<file path="config.mk">
export PLATFORM = sky130hd
export DESIGN_NAME = acc_control_unit
export DESIGN_NICKNAME = d
export VERILOG_FILES = /design/src/rtl/acc_cu_pkg.sv /design/src/rtl/acc_cu_pc.sv /design/src/rtl/acc_control_unit.sv
export SDC_FILE = /design/constraint.sdc
export NUM_CORES = 1
export LEC_CHECK = 0
export BUFFER_PORTS_ARGS = -buffer_cell sky130_fd_sc_hd__buf_2
export CAP_MARGIN = 20
export CORE_MARGIN = 3
export CORE_UTILIZATION = 45
export CTS_CLUSTER_DIAMETER = 60
export CTS_CLUSTER_SIZE = 28
export DETAILED_ROUTE_END_ITERATION = 12
export PLACE_DENSITY = 0.74
export SLEW_MARGIN = 20
export SYNTH_ARGS = -nofsm -noshare
export SYNTH_HDL_FRONTEND = slang
export SYNTH_SLANG_ARGS = --single-unit
</file>
<file path="constraint.sdc">
create_clock -name clk -period 1.4 [get_ports clk]
set_input_delay 0.14 -clock clk [delete_from_list [all_inputs] [get_ports clk]]
set_output_delay 0.14 -clock clk [all_outputs]
set_load 0.05 [all_outputs]
</file>
<file path="src/rtl/acc_cu_pkg.sv">
// Shared encodings for the accumulator control unit: states, opcodes, source selects, ALU ops.
package acc_cu_pkg;

  typedef enum logic [1:0] {StFetch, StDecode, StExecute, StHalt} state_e;

  localparam logic [3:0] OP_NOP = 4'h0;
  localparam logic [3:0] OP_LDI = 4'h1;
  localparam logic [3:0] OP_LDR = 4'h2;
  localparam logic [3:0] OP_STR = 4'h3;
  localparam logic [3:0] OP_ADD = 4'h4;
  localparam logic [3:0] OP_SUB = 4'h5;
  localparam logic [3:0] OP_AND = 4'h6;
  localparam logic [3:0] OP_OR  = 4'h7;
  localparam logic [3:0] OP_XOR = 4'h8;
  localparam logic [3:0] OP_NOT = 4'h9;
  localparam logic [3:0] OP_SHL = 4'hA;
  localparam logic [3:0] OP_SHR = 4'hB;
  localparam logic [3:0] OP_JMP = 4'hC;
  localparam logic [3:0] OP_JZ  = 4'hD;
  localparam logic [3:0] OP_JC  = 4'hE;
  localparam logic [3:0] OP_HLT = 4'hF;

  localparam logic [1:0] SEL_ALU = 2'b00;
  localparam logic [1:0] SEL_REG = 2'b01;
  localparam logic [1:0] SEL_IMM = 2'b10;

  localparam logic [2:0] ALU_ADD = 3'd0;
  localparam logic [2:0] ALU_SUB = 3'd1;
  localparam logic [2:0] ALU_AND = 3'd2;
  localparam logic [2:0] ALU_OR  = 3'd3;
  localparam logic [2:0] ALU_XOR = 3'd4;
  localparam logic [2:0] ALU_NOT = 3'd5;
  localparam logic [2:0] ALU_SHL = 3'd6;
  localparam logic [2:0] ALU_SHR = 3'd7;

  function automatic logic is_alu_op(input logic [3:0] op);
    return (op >= OP_ADD) && (op <= OP_SHR);
  endfunction

  // ALU opcodes are contiguous, so the ALU code is the offset from ADD.
  function automatic logic [2:0] alu_of(input logic [3:0] op);
    return is_alu_op(op) ? 3'(op - OP_ADD) : ALU_ADD;
  endfunction

  function automatic logic [1:0] sel_of(input logic [3:0] op);
    if (op == OP_LDI) return SEL_IMM;
    if (op == OP_LDR) return SEL_REG;
    return SEL_ALU;
  endfunction

  function automatic logic loads_acc(input logic [3:0] op);
    return (op == OP_LDI) || (op == OP_LDR) || is_alu_op(op);
  endfunction

endpackage

</file>
<file path="src/rtl/acc_cu_pc.sv">
// Program counter: synchronous reset, branch load overrides increment, wraps naturally.
module acc_cu_pc #(
  parameter int unsigned PC_W = 4
) (
  input  logic            clk_i,
  input  logic            rst_i,
  input  logic            inc_i,
  input  logic            load_i,
  input  logic [PC_W-1:0] load_val_i,
  output logic [PC_W-1:0] pc_o
);

  logic [PC_W-1:0] pc_q;

  always_ff @(posedge clk_i) begin
    if (rst_i) begin
      pc_q <= '0;
    end else if (load_i) begin
      pc_q <= load_val_i;
    end else if (inc_i) begin
      pc_q <= pc_q + 1'b1;
    end
  end

  assign pc_o = pc_q;

endmodule

</file>
<file path="src/rtl/acc_control_unit.sv">
// Fetch/decode/execute controller for the 8-bit accumulator datapath.
// Define ACC_CU_FETCH_TIMEOUT_EN to halt with fault when a fetch is not acked in time.
module acc_control_unit
  import acc_cu_pkg::*;
#(
  parameter int unsigned PC_W           = 4,
  parameter int unsigned TIMEOUT_CYCLES = 8
) (
  input  logic            clk,
  input  logic            CLB,
  output logic            instr_req,
  output logic [PC_W-1:0] instr_addr,
  input  logic [7:0]      instr_data,
  input  logic            instr_ack,
  input  logic            zero_flag,
  input  logic            carry_flag,
  output logic [2:0]      alu_op,
  output logic [3:0]      reg_addr,
  output logic            reg_we,
  output logic [3:0]      imm,
  output logic [1:0]      SelAcc,
  output logic            loadAcc,
  output logic            halted,
  output logic            fault
);

  state_e     state_q;
  logic [7:0] ir_q;
  logic [3:0] opcode;
  logic       fetch_done;
  logic       waiting;
  logic       taken;
  logic       timeout;

  assign opcode     = ir_q[7:4];
  assign reg_addr   = ir_q[3:0];
  assign imm        = ir_q[3:0];
  assign fetch_done = (state_q == StFetch) && instr_req && instr_ack;
  assign waiting    = (state_q == StFetch) && instr_req && !instr_ack;
  // Flags only matter in EXECUTE; the PC load there overrides the earlier increment.
  assign taken = (state_q == StExecute) &&
                 ((opcode == OP_JMP) ||
                  ((opcode == OP_JZ) && zero_flag) ||
                  ((opcode == OP_JC) && carry_flag));

  acc_cu_pc #(
    .PC_W(PC_W)
  ) u_pc (
    .clk_i      (clk),
    .rst_i      (CLB),
    .inc_i      (fetch_done),
    .load_i     (taken),
    .load_val_i (PC_W'(ir_q[3:0])),
    .pc_o       (instr_addr)
  );

`ifdef ACC_CU_FETCH_TIMEOUT_EN
  localparam int unsigned   CntW    = (TIMEOUT_CYCLES > 1) ? $clog2(TIMEOUT_CYCLES) : 1;
  localparam logic [CntW-1:0] CntLast = CntW'(TIMEOUT_CYCLES - 1);

  logic [CntW-1:0] cnt_q;
  logic            fault_q;

  assign timeout = waiting && (cnt_q == CntLast);

  always_ff @(posedge clk) begin
    if (CLB) begin
      cnt_q   <= '0;
      fault_q <= 1'b0;
    end else begin
      cnt_q <= waiting ? cnt_q + 1'b1 : '0;
      if (timeout) fault_q <= 1'b1;
    end
  end

  assign fault = fault_q;
`else
  logic unused_timeout_cfg;
  assign unused_timeout_cfg = ^TIMEOUT_CYCLES;
  assign timeout = 1'b0;
  assign fault   = 1'b0;
`endif

  always_ff @(posedge clk) begin
    if (CLB) begin
      state_q   <= StFetch;
      ir_q      <= '0;
      instr_req <= 1'b0;
      loadAcc   <= 1'b0;
      reg_we    <= 1'b0;
      SelAcc    <= SEL_ALU;
      alu_op    <= ALU_ADD;
      halted    <= 1'b0;
    end else begin
      loadAcc <= 1'b0;
      reg_we  <= 1'b0;
      unique case (state_q)
        StFetch: begin
          if (timeout) begin
            state_q   <= StHalt;
            instr_req <= 1'b0;
            halted    <= 1'b1;
          end else if (fetch_done) begin
            ir_q      <= instr_data;
            instr_req <= 1'b0;
            SelAcc    <= sel_of(instr_data[7:4]);
            alu_op    <= alu_of(instr_data[7:4]);
            state_q   <= StDecode;
          end else begin
            instr_req <= 1'b1;
          end
        end
        StDecode: begin
          loadAcc <= loads_acc(opcode);
          reg_we  <= (opcode == OP_STR);
          state_q <= StExecute;
        end
        StExecute: begin
          SelAcc <= SEL_ALU;
          alu_op <= ALU_ADD;
          if (opcode == OP_HLT) begin
            state_q <= StHalt;
            halted  <= 1'b1;
          end else begin
            state_q   <= StFetch;
            instr_req <= 1'b1;
          end
        end
        StHalt: begin
          instr_req <= 1'b0;
        end
        default: state_q <= StFetch;
      endcase
    end
  end

endmodule
</file>
==> flow_metrics.py <==
metrics = {
    "die": {
        "die_y_um": 57.6,
        "initial_utilization_pct": 47.9,
        "core-area_sq_mm": 0.00250,
        "die_w_um": 57.6,
        "ioPinCount": 35,
        "die_area_sq_mm": 0.00332,
        "rows": 18,
    },
    "drt": {
        "wirelength_mm": 2.65,
        "wire_per_inst_um": 13.2,
        "drt_first_pass_iters": 4,
        "routed-wl-met3_um": 139,
        "route.met2.wl_mm": 1.42,
        "vias_per_cell": 5.20,
        "drtIter0Drc": 15,
        "drc": 0,
        "vias": 1045,
        "drtAntennaViolNets": 0,
        "dr.max_layer_used": "met4",
        "wl_met1_mm": 1.04,
    },
    "worst_setup_path": {
        "r2r_start": "state_q[1]",
        "cp-end-kind": "flip-flop",
        "cp.required_ns": 1.63,
        "crit_chain": "inv_4 -> ha_4 -> and3_4 -> nand4_1 -> xor2_1 -> a221oi_2",
        "start_kind": "flip-flop",
        "slowest_delay_ns": 0.38,
        "critPathCapture": "u_pc.pc_o[3]",
        "path_max_fanout": 4,
        "ff2ff_setup_slack_ns": 0.01,
        "reg2reg_depth": 6,
        "startpoint": "state_q[1]",
        "critPathArrivalTime_ns": 1.62,
        "worst-setup-path-type": "reg -> reg",
        "cpMaxStageDelayCell": "dfxtp_4",
        "timing.rr.end": "u_pc.pc_o[3]",
    },
    "min_path": {
        "min-delay-path-class": "in -> reg",
    },
    "cells_and_area": {
        "n_antenna_cell": 0,
        "nets": 194,
        "drive_above_1_share_pct": 38.0,
        "utilization_pct": 58.3,
        "syn_to_final_growth_pct": 21.7,
    },
    "clock_tree": {
        "cts_made_buffers": 3,
        "cts-root-buf": "clkbuf_4",
        "cts_max_level": 1,
        "ctsHoldBuffers": 0,
        "clock_latency_ns": 0.31,
        "cts.sinks": 23,
        "clk_path_buf_depth": 2,
        "clk_pin_slew_ns": 0.13,
        "cts_tree": "yes",
    },
    "global_route": {
        "grt_max_degree": 23,
        "gr-total-overflow": 0,
        "antenna_found_initial": 0,
        "grt_pass1_vias": 1047,
        "grt_pass1_wl_mm": 4.26,
        "grt_util_all_layers_pct": 16.4,
    },
    "sta": {
        "fin_crit_sh_pct": 99.2,
        "rsz0062_at_grt": "true",
        "final-hold-violation-count": 0,
        "drv_slew": 0,
        "setup_viol": 0,
        "fmax_mhz": 720,
        "finalClockSkew_ns": 0.00862,
        "min_period_ns": 1.39,
        "fin_tns_setup_ns": 0,
    },
    "run": {
        "drv_cap": 0,
    },
    "placed_design": {
        "dp_hpwl_mm": 1.96,
        "place.gp.congestion": 0.729,
        "port_buffers": 33,
    },
    "power_and_ir_drop": {
        "powerDensity_mw_per_mm2": 1220,
        "leakage_nw": 0.653,
        "peakVddDrop_v": 0.000765,
    },
    "logic_synthesis": {
        "yosysWarnings": 0,
        "synth.top_cell.area_share_pct": 38.5,
        "syn_inst": 139,
        "avgSynthCellArea_sq_um": 8.61,
        "synth_seq_cells": 23,
        "yosys.area.top_type": "dfxtp_1",
        "ys_seq_area_share_pct": 38.5,
        "synth_fp_nets": 161,
        "ys_types": 33,
        "syn_area_sq_mm": 0.00120,
        "synth.area.top_cells": "dfxtp_1 (38%), ha_1 (9.4%), nand2_1 (7.5%)",
    },
    "run_status": {
        "status": "complete, no violations",
    },
}
[worst max-delay path: cells and delay by family, from the launching register on]
kind / cells / cell delay [ns]
flops: 1 / 0.38
compound gates: 1 / 0.25
buf+inv: 1 / 0.06
xor+xnor: 1 / 0.17
fa+ha+maj: 1 / 0.14
simple gates: 2 / 0.31
[area by class of cell]
type                       instances  area [sq um]
tap                               30          37.5
sequential                        23           472
inverter                           7          28.8
clock inverter                     1          5.00
multi-input combinational         95           659
fill                             242          1040
timing repair buffer              42           233
clock buffer                       3          22.5
[cells by family (layout without fill, tap and decap cells)]
kind of cell             after synthesis  after routing  synth area share [%]
AND/OR/NAND/NOR                       54             54                  22.5
AO/OA/AOI/OAI                         24             24                  12.9
flip-flops                            23             23                  38.5
buffers and inverters                 21             53                  11.1
adder cells (fa/ha/maj)                9              9                  9.40
XOR/XNOR                               4              4                  2.93
multiplexers                           3              3                  2.51
other                                  1              1                 0.313
[flip-flops by register name, indices dropped and copies added (netlist names)]
signal,cells
loadAcc,1
instr_req,1
ir_q,8
SelAcc,2
alu_op,3
u_pc.pc_o,4
state_q,2
reg_we,1
halted,1
[where the power goes]
part,internal (mW),switching (mW),leakage [nW]
Sequential,0.726,0.0618,0.189
Combinational,0.259,0.427,0.446
Clock,0.107,0.205,0.0177
[how the worst min path moves through the flow]
stage                             start            to  slack [ns]  cells after the start
after floorplan                     CLB  u_pc.pc_o[0]        0.21                      1
after global placement    instr_data[3]       ir_q[3]        0.38                      3
after detailed placement  instr_data[3]       ir_q[3]        0.39                      3
after CTS                 instr_data[3]       ir_q[3]        0.04                      3
after global routing      instr_data[1]       ir_q[1]        0.03                      3
final                     instr_data[3]       ir_q[3]        0.05                      3
[synth_stat cells]
library cell / number
nand2_1: 24
dfxtp_1: 23
a21oi_1: 15
nor2_1: 12
buf_4: 9
ha_1: 9
inv_1: 7
a221oi_1: 3
mux2i_1: 3
nand2b_1: 3
nand3_1: 3
xor2_1: 3
buf_2: 2
nand4b_1: 2
nor4bb_1: 2
o21ai_0: 2
a211oi_1: 1
a221oi_2: 1
and2_1: 1
and3_1: 1
buf_6: 1
clkbuf_1: 1
clkbuf_8: 1
conb_1: 1
nand3_2: 1
nand3b_1: 1
nand4_1: 1
nor2b_1: 1
nor2b_4: 1
o211ai_1: 1
o22ai_2: 1
or3_1: 1
xnor2_1: 1
[routing by layer]
layer	GRT usage (%)	up-vias
li1	-	520
met1	17.1	486
met2	30.6	31
met3	3.17	8
met4	8.28	0
met5	0	-
[metrics by stage]
stage | setup WS [ns] | std cells | power (mW) | hold slack (ns) | cell area [sq um]
2_1_floorplan | -0.000463 | 139 | 1.33 | 0.211 | 1230
4_1_cts | 0.00652 | 201 | 1.79 | 0.0357 | 1420
3_5_place_dp | -0.0239 | 194 | 1.46 | 0.393 | 1370
6_report | 0.0106 | 201 | 1.78 | 0.0490 | 1460
5_1_grt | -0.104 | 201 | 1.90 | 0.0308 | 1460
3_3_place_gp | -0.00471 | 194 | 1.43 | 0.381 | 1370
[timing repair]
item,4_1_cts,5_1_grt
pin swaps,2,4
gates resized for setup,2,7
buffers inserted,3,0
setup endpoints to repair,2,11
[cell usage in the layout, fill, tap and decap left out, drive strengths merged, types with 3 or more instances in the layout]
cell type / n
a221oi: 4
a21oi: 15
nand2: 24
buf: 42
nand3: 4
xor2: 3
mux2i: 3
nand2b: 3
inv: 7
dfxtp: 23
ha: 9
clkbuf: 3
nor2: 12
Power figures use the tool's default switching activity.
